<file path="config.mk">
export PLATFORM = sky130hd
export DESIGN_NAME = op_encoder
export DESIGN_NICKNAME = d
export VERILOG_FILES = /design/src/rtl/op_encoder.sv
export SDC_FILE = /design/constraint.sdc
export NUM_CORES = 1
export LEC_CHECK = 0
export CORE_MARGIN = 8
export CORE_UTILIZATION = 40
export CTS_BUF_LIST = sky130_fd_sc_hd__clkbuf_2
export CTS_CLUSTER_SIZE = 16
export DETAILED_ROUTE_END_ITERATION = 7
export PLACE_DENSITY = 0.65
export SETUP_SLACK_MARGIN = 0.4
export SLEW_MARGIN = 20
export SYNTH_ARGS = -nofsm -noshare
export SYNTH_HDL_FRONTEND = slang
export SYNTH_SLANG_ARGS = --single-unit
</file>
<file path="constraint.sdc">
create_clock -name clk -period 4.44 [get_ports clk]
set_clock_uncertainty 0.1 [all_clocks]
set_input_delay 0.666 -clock clk [delete_from_list [all_inputs] [get_ports clk]]
set_output_delay 0.666 -clock clk [all_outputs]
set_load 0.02 [all_outputs]
</file>
<file path="src/rtl/op_encoder.sv">
// Builds 3-byte {opcode,data1,data2} host ops from sound, keyboard and mouse slots via a fixed-priority arbiter.
// One clock from request capture to op_valid; op is held until op_ready, then a GAP_CYCLES idle gap is enforced.
module op_encoder #(
  parameter logic [7:0] SND_OP     = 8'h0F,
  parameter logic [7:0] KBD_OP     = 8'hC6,
  parameter logic [7:0] MOUSE_OP   = 8'hC8,
  parameter int         GAP_CYCLES = 4
) (
  input  logic        clk,
  input  logic        n_reset,
  input  logic        snd_req,
  input  logic        kbd_valid,
  input  logic [15:0] kbd_data,
  input  logic        mouse_valid,
  input  logic [7:0]  mouse_dx,
  input  logic [7:0]  mouse_dy,
  input  logic        ovf_clear,
  output logic [23:0] op,
  output logic        op_valid,
  input  logic        op_ready,
  output logic        kbd_overflow,
  output logic        busy
);

  typedef enum logic [1:0] {IDLE, SEND, GAP} state_t;

  state_t      state_q, state_d;
  logic        snd_full;
  logic        kbd_full;
  logic [15:0] kbd_buf;
  logic        mouse_full;
  logic [7:0]  dx_acc, dy_acc;
  logic [7:0]  gap_cnt;
  logic        load_snd, load_kbd, load_mouse, load_any, handshake;

  function automatic logic [7:0] sat_add(input logic [7:0] a, input logic [7:0] b);
    logic [8:0] s;
    s = {a[7], a} + {b[7], b};
    if (s[8] != s[7]) return s[8] ? 8'h80 : 8'h7F;
    return s[7:0];
  endfunction

  always_comb begin
    state_d    = state_q;
    load_snd   = 1'b0;
    load_kbd   = 1'b0;
    load_mouse = 1'b0;
    handshake  = 1'b0;
    case (state_q)
      IDLE: begin
        if (snd_full) begin
          load_snd = 1'b1;
          state_d  = SEND;
        end else if (kbd_full) begin
          load_kbd = 1'b1;
          state_d  = SEND;
        end else if (mouse_full) begin
          load_mouse = 1'b1;
          state_d    = SEND;
        end
      end
      SEND: begin
        if (op_ready) begin
          handshake = 1'b1;
          state_d   = (GAP_CYCLES > 0) ? GAP : IDLE;
        end
      end
      GAP: begin
        if (gap_cnt <= 8'd1) state_d = IDLE;
      end
      default: state_d = IDLE;
    endcase
  end

  assign load_any = load_snd | load_kbd | load_mouse;
  assign busy     = snd_full | kbd_full | mouse_full | (state_q != IDLE);

  always_ff @(posedge clk) begin
    if (!n_reset) begin
      state_q      <= IDLE;
      op           <= 24'h0;
      op_valid     <= 1'b0;
      gap_cnt      <= 8'd0;
      snd_full     <= 1'b0;
      kbd_full     <= 1'b0;
      kbd_buf      <= 16'h0;
      kbd_overflow <= 1'b0;
      mouse_full   <= 1'b0;
      dx_acc       <= 8'h0;
      dy_acc       <= 8'h0;
    end else begin
      state_q <= state_d;

      if (load_snd)        op <= {SND_OP, 16'h0000};
      else if (load_kbd)   op <= {KBD_OP, kbd_buf};
      else if (load_mouse) op <= {MOUSE_OP, dx_acc, dy_acc};

      if (load_any)       op_valid <= 1'b1;
      else if (handshake) op_valid <= 1'b0;

      if (handshake)             gap_cnt <= 8'(GAP_CYCLES);
      else if (state_q == GAP)   gap_cnt <= gap_cnt - 8'd1;

      if (snd_req)       snd_full <= 1'b1;
      else if (load_snd) snd_full <= 1'b0;

      // A slot being loaded this cycle is free, so a new request refills it rather than dropping/summing.
      if (kbd_valid) begin
        if (kbd_full && !load_kbd) begin
          kbd_overflow <= 1'b1;
        end else begin
          kbd_buf  <= kbd_data;
          kbd_full <= 1'b1;
        end
      end else if (load_kbd) begin
        kbd_full <= 1'b0;
      end
      if (ovf_clear && !(kbd_valid && kbd_full && !load_kbd)) kbd_overflow <= 1'b0;

      if (mouse_valid) begin
        if (mouse_full && !load_mouse) begin
          dx_acc <= sat_add(dx_acc, mouse_dx);
          dy_acc <= sat_add(dy_acc, mouse_dy);
        end else begin
          dx_acc     <= mouse_dx;
          dy_acc     <= mouse_dy;
          mouse_full <= 1'b1;
        end
      end else if (load_mouse) begin
        mouse_full <= 1'b0;
      end
    end
  end

endmodule

</file>
==> out/qor.csv, run 1 <==
stage;metric;value;unit
status;status;finished, final reports clean;
sta;setup_viol;0;
floorplanning;dieArea;12600;um2
synth;ys_ff_latch;67;
critical_path;crit_fanout;8;
clock_network;clock_sinks;67;
clock_network;cts_tree;built;
critical_path;path_buf_inv;2;
placed_design;io_buffers;63;
critical_path;end_kind;register;
drt;dr_total_vias;3349;
finish;drive_gt1_frac;0.0717;
floorplanning;coreArea;9110;um2
critical_path;crit_type;in -> reg;
global_route;grt_pass1_wl;16300;um
drt;wl_met2;4620;um
synth;postSynthCellCount;459;
sta;worst_pin_slew;0.897;ns
synth;syn_area;3720;um2
drt;antenna_left;0;
hold_path;worstHoldStart;kbd_buf[11]$_SDFFE_PN0P_;
sta;setup_ws;1.62;ns
critical_path;crit_family;compound AO/OA/AOI/OAI gates;
sta;period_share;0.634;
drt;drt_wl_total;9560;um
synth;ys_warn_count;0;
synth;synth-main-ff-cell;dfxtp_1;
synth;ys_seq_area_frac;0.361;
synth;ys_async_sr_fraction;0;
finish;fillers;894;
finish;layout.nets;570;
drt;vias_per_cell;5.34;
floorplanning;die-height;112;um
drt;met3WireLength;478;um
critical_path;cp-start-kind;primary input;
drt;highest_layer;met4;
placed_design;dpl.cell_count;610;
critical_path;rr_startpoint;dy_acc[0]$_SDFFE_PN0P_;
placed_design;dp_slack;1.13;ns
clock_network;clk_latency;0.52;ns
drt;wl_per_cell;15.2;um
finish;fin_util;0.497;
finish;fin_cells;627;
global_route;grt_pass1_vias;3432;
critical_path;crit_path_max_incr_delay;0.50;ns
sta;drv_slew;0;
drt;wl_met1;4350;um
global_route;grt_max_degree;34;
global_route;grt_usage;0.157;
power_and_ir_drop;leakage;1.72;nW
floorplanning;row_count;35;
clock_network;cts_root_buf;clkbuf_2;
power_and_ir_drop;powerDensity;341;nW/um2
critical_path;worst_ep_required_time;4.78;ns
power_and_ir_drop;vdd_ir_drop_max;181;uV
synth;synth_edf_count;0;
drt;dr.pass1.iters;4;
sta;relSlewSlack;0.399;
flow_run;max_cap_violations;0;
clock_network;cts_buffers;9;
critical_path;crit_path_start;mouse_dx[0];
clock_network;clk_pin_slew;0.23;ns
critical_path;crit_slowest_cell;clkdlybuf4s50_1;
hold_path;holdCritPathClass;reg -> reg;
sta;tns;0;ns
global_route;overflow;0;
critical_path;critical_path_arrival;3.16;ns
global_route;antenna_found_initial;0;
drt;drc;0;
finish;syn_to_final_growth;21.8;%
sta;rsz0062_at_grt;false;
floorplanning;pin_count;66;
floorplanning;start_util;0.408;
power_and_ir_drop;total_power;0.00154;W
clock_network;post-cts-setup-buffers;0;
floorplanning;die_w;112;um
clock_network;ctsResizeCount;0;
placed_design;dp_hpwl;7210;um
synth;ys_types;62;
sta;fmax;0.355;GHz
clock_network;cts_hold_buf;0;
clock_network;htree_levels;3;
finish;diodes;0;
sta;final_hold_viol_count;0;
synth;synth_area_per_cell;8.10;um2
drt;first_iter_violations;138;
placed_design;place.gp.congestion;0.851;
clock_network;clockBufferDepth;2;
sta;period_needed;2.82;ns
critical_path;crit_chain;clkdlybuf4s50_1 > ha_1 > inv_1 > fa_1 > nor2b_1 > o31ai_1 > a21oi_1 > mux2_2 > o21ai_2 > a211oi_1;
-- layout make-up --
class	count	area, um2	area share
sequential	67	1340	0.296
clock buffer	9	45.0	0.00995
timing repair buffer	66	661	0.146
inverter	18	67.6	0.0149
multi-input combinational	349	2200	0.485
tap	111	139	0.0307
clock inverter	7	76.3	0.0169
-- per-stage QoR --
stage | area (um2) | hold slack [ns]
finish | 4530 | 0.388
global route | 4530 | 0.412
CTS | 4510 | 0.377
detailed placement | 4390 | 0.366
global placement | 4390 | 0.361
floorplan | 3720 | 0.344
-- power by group --
group	switching, W	internal (W)
clock network	0.000241	0.000132
logic	0.000256	0.000213
registers	0.0000440	0.000656
total	0.000541	0.00100
-- worst register-to-register path, stage by stage, from the launching register on --
cell and delay, ns:
dfxtp_1 0.43, ha_1 0.23, inv_1 0.07, fa_1 0.39, inv_1 0.07, a21o_1 0.10, a21oi_1 0.10, o21ai_1 0.52
a21oi_2 0.21, a211oi_1 0.27
-- worst paths after layout --
path                         endpoint  slack [ns]  cells after the start
min reg2reg  kbd_buf[11]$_SDFFE_PN0P_        0.39                      2
max reg2reg    dy_acc[6]$_SDFFE_PN0P_        1.87                      9
max            dx_acc[6]$_SDFFE_PN0P_        1.62                     10
min          kbd_buf[11]$_SDFFE_PN0P_        0.39                      2
-- kinds of logic after synthesis --
logic type	synth area share
and+or+nand+nor	0.228
DFF	0.361
other	0.00101
muxes	0.0145
buffers and inverters	0.0505
adders and majority gates	0.0714
AOI/OAI and AO/OA	0.246
xor gates and xnor gates	0.0283
-- Yosys cell counts (all sizes together) (3+ instances only) --
library cell  instances  area share
a311oi               16       0.038
o31ai                 3      0.0098
a21o                  5       0.010
nor2b                 8       0.013
nor3                  5       0.011
mux2                  3      0.0091
nor3b                 4      0.0094
and2                  4      0.0074
xor2                  7       0.016
nand2                82       0.084
xnor2                 5       0.012
ha                   18       0.061
a211oi               12       0.024
o211ai                4      0.0081
buf                  11       0.017
nor2                 40       0.040
or2                   3      0.0050
nand3                 5      0.0067
a21oi                26       0.036
or3                  12       0.022
clkbuf               15       0.015
a31oi                 3      0.0050
nand2b                4      0.0067
o21ai                29       0.040
a21boi               19       0.038
dfxtp                67        0.36
inv                  18       0.018
-- cells in the final DEF, fill, tap and decap left out, types with 11 or more instances in the layout --
master           synthesis  final
dfxtp_1                 67     67
inv_1                   18     18
a21oi_1                 25     25
or3_1                   11     11
o21ai_0                 25     25
ha_1                    18     18
a311oi_1                16     16
a21boi_0                19     19
nor2_1                  40     40
clkdlybuf4s50_1          0     63
nand2_1                 80     80
a211oi_1                12     12
-- metal layers --
| metal | vias up | track usage |
|---|---|---|
| met5 | - | 0 |
| li1 | 1728 | - |
| met3 | 9 | 0.0403 |
| met1 | 1542 | 0.181 |
| met4 | 0 | 0.0441 |
| met2 | 70 | 0.279 |
-- registers in the layout, summed over array words and instances, names as in the netlist, 2 cells and up --
| register | flops |
|---|---|
| gap_cnt | 8 |
| dy_acc | 8 |
| state_q | 2 |
| kbd_buf | 16 |
| dx_acc | 8 |
| op | 20 |
No activity file was read; power rests on OpenSTA's default activity.
==> run 2: changes to the inputs <==
--- a/config.mk
+++ b/config.mk
@@ -10,7 +10,7 @@
 export CTS_BUF_LIST = sky130_fd_sc_hd__clkbuf_2
 export CTS_CLUSTER_SIZE = 16
 export DETAILED_ROUTE_END_ITERATION = 7
-export PLACE_DENSITY = 0.65
+export PLACE_DENSITY = 0.68
 export SETUP_SLACK_MARGIN = 0.4
 export SLEW_MARGIN = 20
 export SYNTH_ARGS = -nofsm -noshare
==> constraint.sdc (replaced) <==
create_clock -name clk -period 2.4 [get_ports clk]
set_clock_uncertainty 0.1 [all_clocks]
set_input_delay 0.36 -clock clk [delete_from_list [all_inputs] [get_ports clk]]
set_output_delay 0.36 -clock clk [all_outputs]
set_load 0.02 [all_outputs]
==> run 2 against run 1 <==
  * Clock-buffer cell count unchanged
  * Non-clock buffer count up 45
  * Utilization up 7.9 points
  * Sequential power up 86%
  * Register-to-register slack worse by 1.6 ns
  * First-iteration DRC count down 21%
  * Sequential share of layout area down 3.5 points
  * Global-route usage up 0.44 points
  * Clock power up 110%
  * Critical path type unchanged
  * Critical endpoint is now dx_acc[2]$_SDFFE_PN0P_
  * Largest power group unchanged
  * Highest routed layer unchanged
==> out/qor.csv, run 2 (same netlist as run 1, synthesis figures left out) <==
stage;metric;value;unit
clock_network;htree_levels;3;
floorplanning;start_util;0.408;
drt;antenna_left;0;
power_and_ir_drop;total_power;0.00318;W
finish;fillers;840;
floorplanning;pin_count;66;
clock_network;clk_pin_slew;0.20;ns
sta;setup_ws;0.258;ns
critical_path;crit_path_max_incr_delay;0.58;ns
power_and_ir_drop;leakage;2.19;nW
sta;fmax;0.467;GHz
drt;wl_met1;4630;um
finish;largestRegisters;op: 20 flops, kbd_buf: 16 flops;
placed_design;dp_hpwl;7770;um
floorplanning;coreArea;9110;um2
floorplanning;dieArea;12600;um2
finish;diodes;0;
critical_path;end_kind;register;
placed_design;dp_slack;-0.285;ns
sta;period_needed;2.14;ns
global_route;overflow;0;
global_route;grt_max_degree;34;
clock_network;cts_buffers;9;
global_route;antenna_found_initial;0;
drt;drc;0;
drt;dr_total_vias;3600;
floorplanning;die_w;112;um
hold_path;holdCritPathClass;in -> reg;
sta;drv_slew;0;
drt;drt_wl_total;10300;um
clock_network;cts_tree;built;
placed_design;io_buffers;63;
clock_network;clock_sinks;67;
clock_network;cts_root_buf;clkbuf_2;
sta;period_share;0.892;
power_and_ir_drop;powerDensity;607;nW/um2
drt;first_iter_violations;109;
global_route;grt_usage;0.161;
power_and_ir_drop;vdd_ir_drop_max;523;uV
placed_design;place.gp.congestion;0.852;
critical_path;critical_path_arrival;2.45;ns
floorplanning;die-height;112;um
critical_path;cp-start-kind;primary input;
flow_run;max_cap_violations;0;
drt;wl_per_cell;15.4;um
sta;worst_pin_slew;0.627;ns
sta;tns;0;ns
critical_path;crit_chain;clkdlybuf4s50_1 > inv_1 > fa_2 > nor2b_4 > o31ai_4 > a21oi_4 > mux2_4 > o21ai_4 > a211oi_2;
drt;highest_layer;met4;
finish;largest_register;op;
finish;layout.nets;615;
finish;seq_area;1370;um2
status;status;finished, final reports clean;
finish;layout_common_cells;79 x nand2_1, 53 x dfxtp_1, 48 x buf_4, 39 x nor2_1, 37 x clkdlybuf4s50_1;
critical_path;crit_slowest_cell;clkdlybuf4s50_1;
drt;vias_per_cell;5.36;
finish;drive_gt1_frac;0.253;
drt;dr.pass1.iters;4;
drt;met3WireLength;454;um
clock_network;cts_hold_buf;0;
global_route;grt_pass1_vias;3555;
finish;largest_reg_flops;20;
sta;rsz0062_at_grt;true;
drt;wl_met2;5020;um
critical_path;crit_type;in -> reg;
finish;final_common_cell;nand2_1;
clock_network;clockBufferDepth;2;
finish;multi_input_area;2540;um2
clock_network;clk_latency;0.51;ns
critical_path;crit_fanout;8;
floorplanning;row_count;35;
finish;syn_to_final_growth;41.1;%
sta;final_hold_viol_count;0;
sta;relSlewSlack;0.581;
sta;finalHoldWorstSlack;0.290;ns
global_route;grt_pass1_wl;16800;um
critical_path;worst_ep_required_time;2.71;ns
sta;setup_viol;0;
## run 2: changes by cell type in the layout (fill, tap and decap cells not counted), moves of 6 or more
cell,delta
a211oi_1,-11
a211oi_2,+9
buf_4,+46
clkdlybuf4s50_1,-26
dfxtp_1,-14
dfxtp_2,+9
dlygate4sd2_1,+17
dlymetal6s2s_1,+8
ha_1,-11
ha_4,+9
o21ai_0,-6
## run 2: area by class of cell
class	instances	share of cell area
Sequential cell	67	0.262
Inverter	18	0.0129
Clock inverter	7	0.0191
Multi-Input combinational cell	349	0.484
Timing Repair Buffer	111	0.188
Clock buffer	9	0.00859
Tap cell	111	0.0265
## run 2: critical path, delay by kind of cell
family / cells / cell delay (ns)
fa+ha+maj: 1 / 0.42
compound gates: 4 / 0.64
simple gates: 1 / 0.15
buf+inv: 2 / 0.68
mux: 1 / 0.21
## run 2: path summary, 6_finish.rpt
| path | slack, ns | startpoint | cells after the start | endpoint |
|---|---|---|---|---|
| worst max-delay path | 0.26 | mouse_dx[1] | 9 | dx_acc[2]$_SDFFE_PN0P_ |
| worst min-delay path | 0.29 | kbd_data[3] | 3 | kbd_buf[3]$_SDFFE_PN0P_ |
| worst max register to register | 0.30 | dx_acc[0]$_SDFFE_PN0P_ | 9 | dx_acc[2]$_SDFFE_PN0P_ |
| worst min register to register | 0.37 | kbd_buf[15]$_SDFFE_PN0P_ | 2 | op[15]$_SDFFE_PP0P_ |
## run 2: timing repair
item,in CTS,in global routing
setup endpoints to repair,33,38
hold endpoints to repair,0,0
setup buffers,5,5
pin swaps,6,17
gates resized for setup,53,40
cloned,0,0
## run 2: routing by layer
layer / GRT usage / vias up
li1: - / 1822
met1: 0.191 / 1681
met2: 0.275 / 79
met3: 0.0381 / 18
met4: 0.0612 / 0
met5: 0 / -
## run 2: power breakdown
group	leakage [nW]	total [W]	internal (W)	switching, W
Clock	0.0804	0.000788	0.000353	0.000436
Sequential	0.557	0.00130	0.00122	0.0000844
Combinational	1.55	0.00109	0.000523	0.000572
## run 2: through the flow
step / util / cells / cell area [um2]
3_5_place_dp: 0.524 / 646 / 4770
6_report: 0.576 / 672 / 5240
5_1_grt: 0.576 / 672 / 5240
4_1_cts: 0.559 / 667 / 5090
3_3_place_gp: 0.524 / 646 / 4770
2_1_floorplan: - / 460 / 3830
==> run 3: changes to the inputs <==
--- a/config.mk
+++ b/config.mk
@@ -10,7 +10,8 @@
 export CTS_BUF_LIST = sky130_fd_sc_hd__clkbuf_2
 export CTS_CLUSTER_SIZE = 16
 export DETAILED_ROUTE_END_ITERATION = 7
-export PLACE_DENSITY = 0.68
+export GPL_ROUTABILITY_DRIVEN = 0
+export PLACE_DENSITY = 0.66
 export SETUP_SLACK_MARGIN = 0.4
 export SLEW_MARGIN = 20
 export SYNTH_ARGS = -nofsm -noshare
==> run 3 against run 2 <==
  * Cell area grew 1.5%
  * Setup slack worse by 0.036 ns
  * Clock power decreased by 0.8%
  * Worst hold slack worse by 0.014 ns
  * Power grew 1.5%
  * Flip-flop and latch count is the same
  * Largest cell class unchanged
  * Cell count grew 1.5%
==> out/qor.csv, run 3 (same netlist as run 1, synthesis figures left out) <==
stage;metric;value;unit
status;status;finished, final reports clean;
drt;vias_per_cell;5.39;
global_route;grt_pass1_wl;17700;um
drt;antenna_left;0;
drt;wl_per_cell;15.8;um
power_and_ir_drop;p_sw;0.00110;W
critical_path;worst_ep_required_time;2.70;ns
power_and_ir_drop;vdd_ir_drop_max;279;uV
sta;relSlewSlack;0.579;
clock_network;clock_sinks;67;
power_and_ir_drop;netSwitchingFraction;0.340;
sta;worst_pin_slew;0.630;ns
sta;setup_viol;0;
clock_network;htree_levels;3;
drt;dr.pass1.iters;4;
finish;largest_reg_flops;20;
drt;first_iter_violations;127;
sta;fmax;0.459;GHz
finish;layout.nets;625;
critical_path;critical_path_arrival;2.48;ns
critical_path;end_kind;register;
floorplanning;coreArea;9110;um2
global_route;antenna_found_initial;0;
critical_path;crit_path_end;dx_acc[1]$_SDFFE_PN0P_;
floorplanning;start_util;0.408;
finish;diodes;0;
power_and_ir_drop;seq_power_share;0.402;
finish;layout_common_cells;79 x nand2_1, 53 x dfxtp_1, 53 x buf_4, 39 x nor2_1, 38 x clkdlybuf4s50_1;
critical_path;reg2reg_depth;10;
hold_path;holdCritPathClass;in -> reg;
power_and_ir_drop;powerDensity;607;nW/um2
drt;dr_total_vias;3675;
floorplanning;row_count;35;
clock_network;cts_buffers;9;
power_and_ir_drop;pwr-share-comb;0.356;
placed_design;io_buffers;63;
floorplanning;pin_count;66;
critical_path;crit_type;in -> reg;
sta;period_share;0.907;
critical_path;regToRegEndpoint;dx_acc[1]$_SDFFE_PN0P_;
finish;fillers;790;
global_route;grt_pass1_vias;3761;
critical_path;rr_startpoint;dx_acc[0]$_SDFFE_PN0P_;
finish;final_common_cell;nand2_1;
clock_network;clk_latency;0.50;ns
power_and_ir_drop;leakage;2.29;nW
finish;drive_gt1_frac;0.264;
sta;rsz0062_at_grt;true;
finish;seq_area;1370;um2
finish;syn_to_final_growth;43.2;%
placed_design;dp_hpwl;7800;um
flow_run;max_cap_violations;0;
finish;largestRegisters;op: 20 flops, kbd_buf: 16 flops;
critical_path;crit_fanout;6;
global_route;overflow;0;
clock_network;cts_root_buf;clkbuf_2;
critical_path;cp-start-kind;primary input;
clock_network;clk_pin_slew;0.20;ns
finish;largest_register;op;
clock_network;cts_tree;built;
power_and_ir_drop;clockPowerShare;0.242;
global_route;grt_max_degree;34;
power_and_ir_drop;p_int;0.00213;W
finish;fin_util;0.584;
floorplanning;die_w;112;um
sta;final_hold_viol_count;0;
floorplanning;dieArea;12600;um2
critical_path;ff2ff_setup_slack;0.27;ns
global_route;grt_usage;0.169;
drt;drt_wl_total;10700;um
finish;multi_input_area;2510;um2
floorplanning;die-height;112;um
sta;drv_slew;0;
drt;drc;0;
sta;period_needed;2.18;ns
power_and_ir_drop;total_power;0.00323;W
clock_network;clockBufferDepth;2;
critical_path;crit_path_start;mouse_dx[7];
==> run 3: cell type report <==
type,instances,share of cell area
timing repair buffer,121,0.206
tap,111,0.0261
clock buffer,10,0.00940
multi-input combinational,349,0.471
inverter,18,0.0127
sequential,67,0.258
clock inverter,6,0.0165
==> run 3: power groups by stage <==
stage | logic [W] | registers (W) | clock network (W)
2_1_floorplan | 0.000590 | 0.00134 | 0
3_3_place_gp | 0.000962 | 0.00132 | 0
3_5_place_dp | 0.000977 | 0.00132 | 0
4_1_cts | 0.00110 | 0.00130 | 0.000797
5_1_grt | 0.00126 | 0.00131 | 0.000847
6_report | 0.00115 | 0.00130 | 0.000782
==> run 3: worst min-delay path by stage <==
stage	from	slack (ns)	cells after the start	end
after global placement	kbd_buf[6]$_SDFFE_PN0P_	0.35	2	kbd_buf[6]$_SDFFE_PN0P_
after detailed placement	kbd_buf[12]$_SDFFE_PN0P_	0.37	2	kbd_buf[12]$_SDFFE_PN0P_
after floorplan	kbd_buf[10]$_SDFFE_PN0P_	0.34	2	kbd_buf[10]$_SDFFE_PN0P_
after global routing	kbd_data[6]	0.24	3	kbd_buf[6]$_SDFFE_PN0P_
final	kbd_data[4]	0.28	3	kbd_buf[4]$_SDFFE_PN0P_
after CTS	kbd_data[4]	0.25	3	kbd_buf[4]$_SDFFE_PN0P_
==> run 3: timing repair <==
action,CTS,global route
setup buffers,17,4
cloned,0,0
hold buffers,0,0
setup endpoints to repair,27,34
pin swaps,19,10
gates resized for setup,55,34
==> run 3: critical path, cell delays in order <==
cell and delay (ns):
clkdlybuf4s50_1 0.51, ha_4 0.31, or3b_4 0.39, nor3_4 0.15, a21oi_4 0.10, buf_6 0.13, a21o_1 0.17, a221oi_2 0.27
o21ai_1 0.08
==> run 3: metrics by stage <==
stage          cells  hold slack (ns)  TNS [ns]  worst slack [ns]  cell area (um2)
6_report         682            0.276         0             0.222             5320
5_1_grt          682            0.241         0             0.150             5320
4_1_cts          678            0.248         0             0.258             5210
3_5_place_dp     645            0.366     -4.27            -0.374             4770
3_3_place_gp     645            0.355     -3.23            -0.227             4770
2_1_floorplan    460            0.344         0             0.355             3830
==> run 3: metal layers <==
| metal | routed length [um] | GRT usage | vias up |
|---|---|---|---|
| li1 | - | - | 1837 |
| met1 | 4730 | 0.192 | 1753 |
| met2 | 5430 | 0.305 | 72 |
| met3 | 456 | 0.0467 | 13 |
| met4 | 132 | 0.0432 | 0 |
| met5 | 0 | 0 | - |
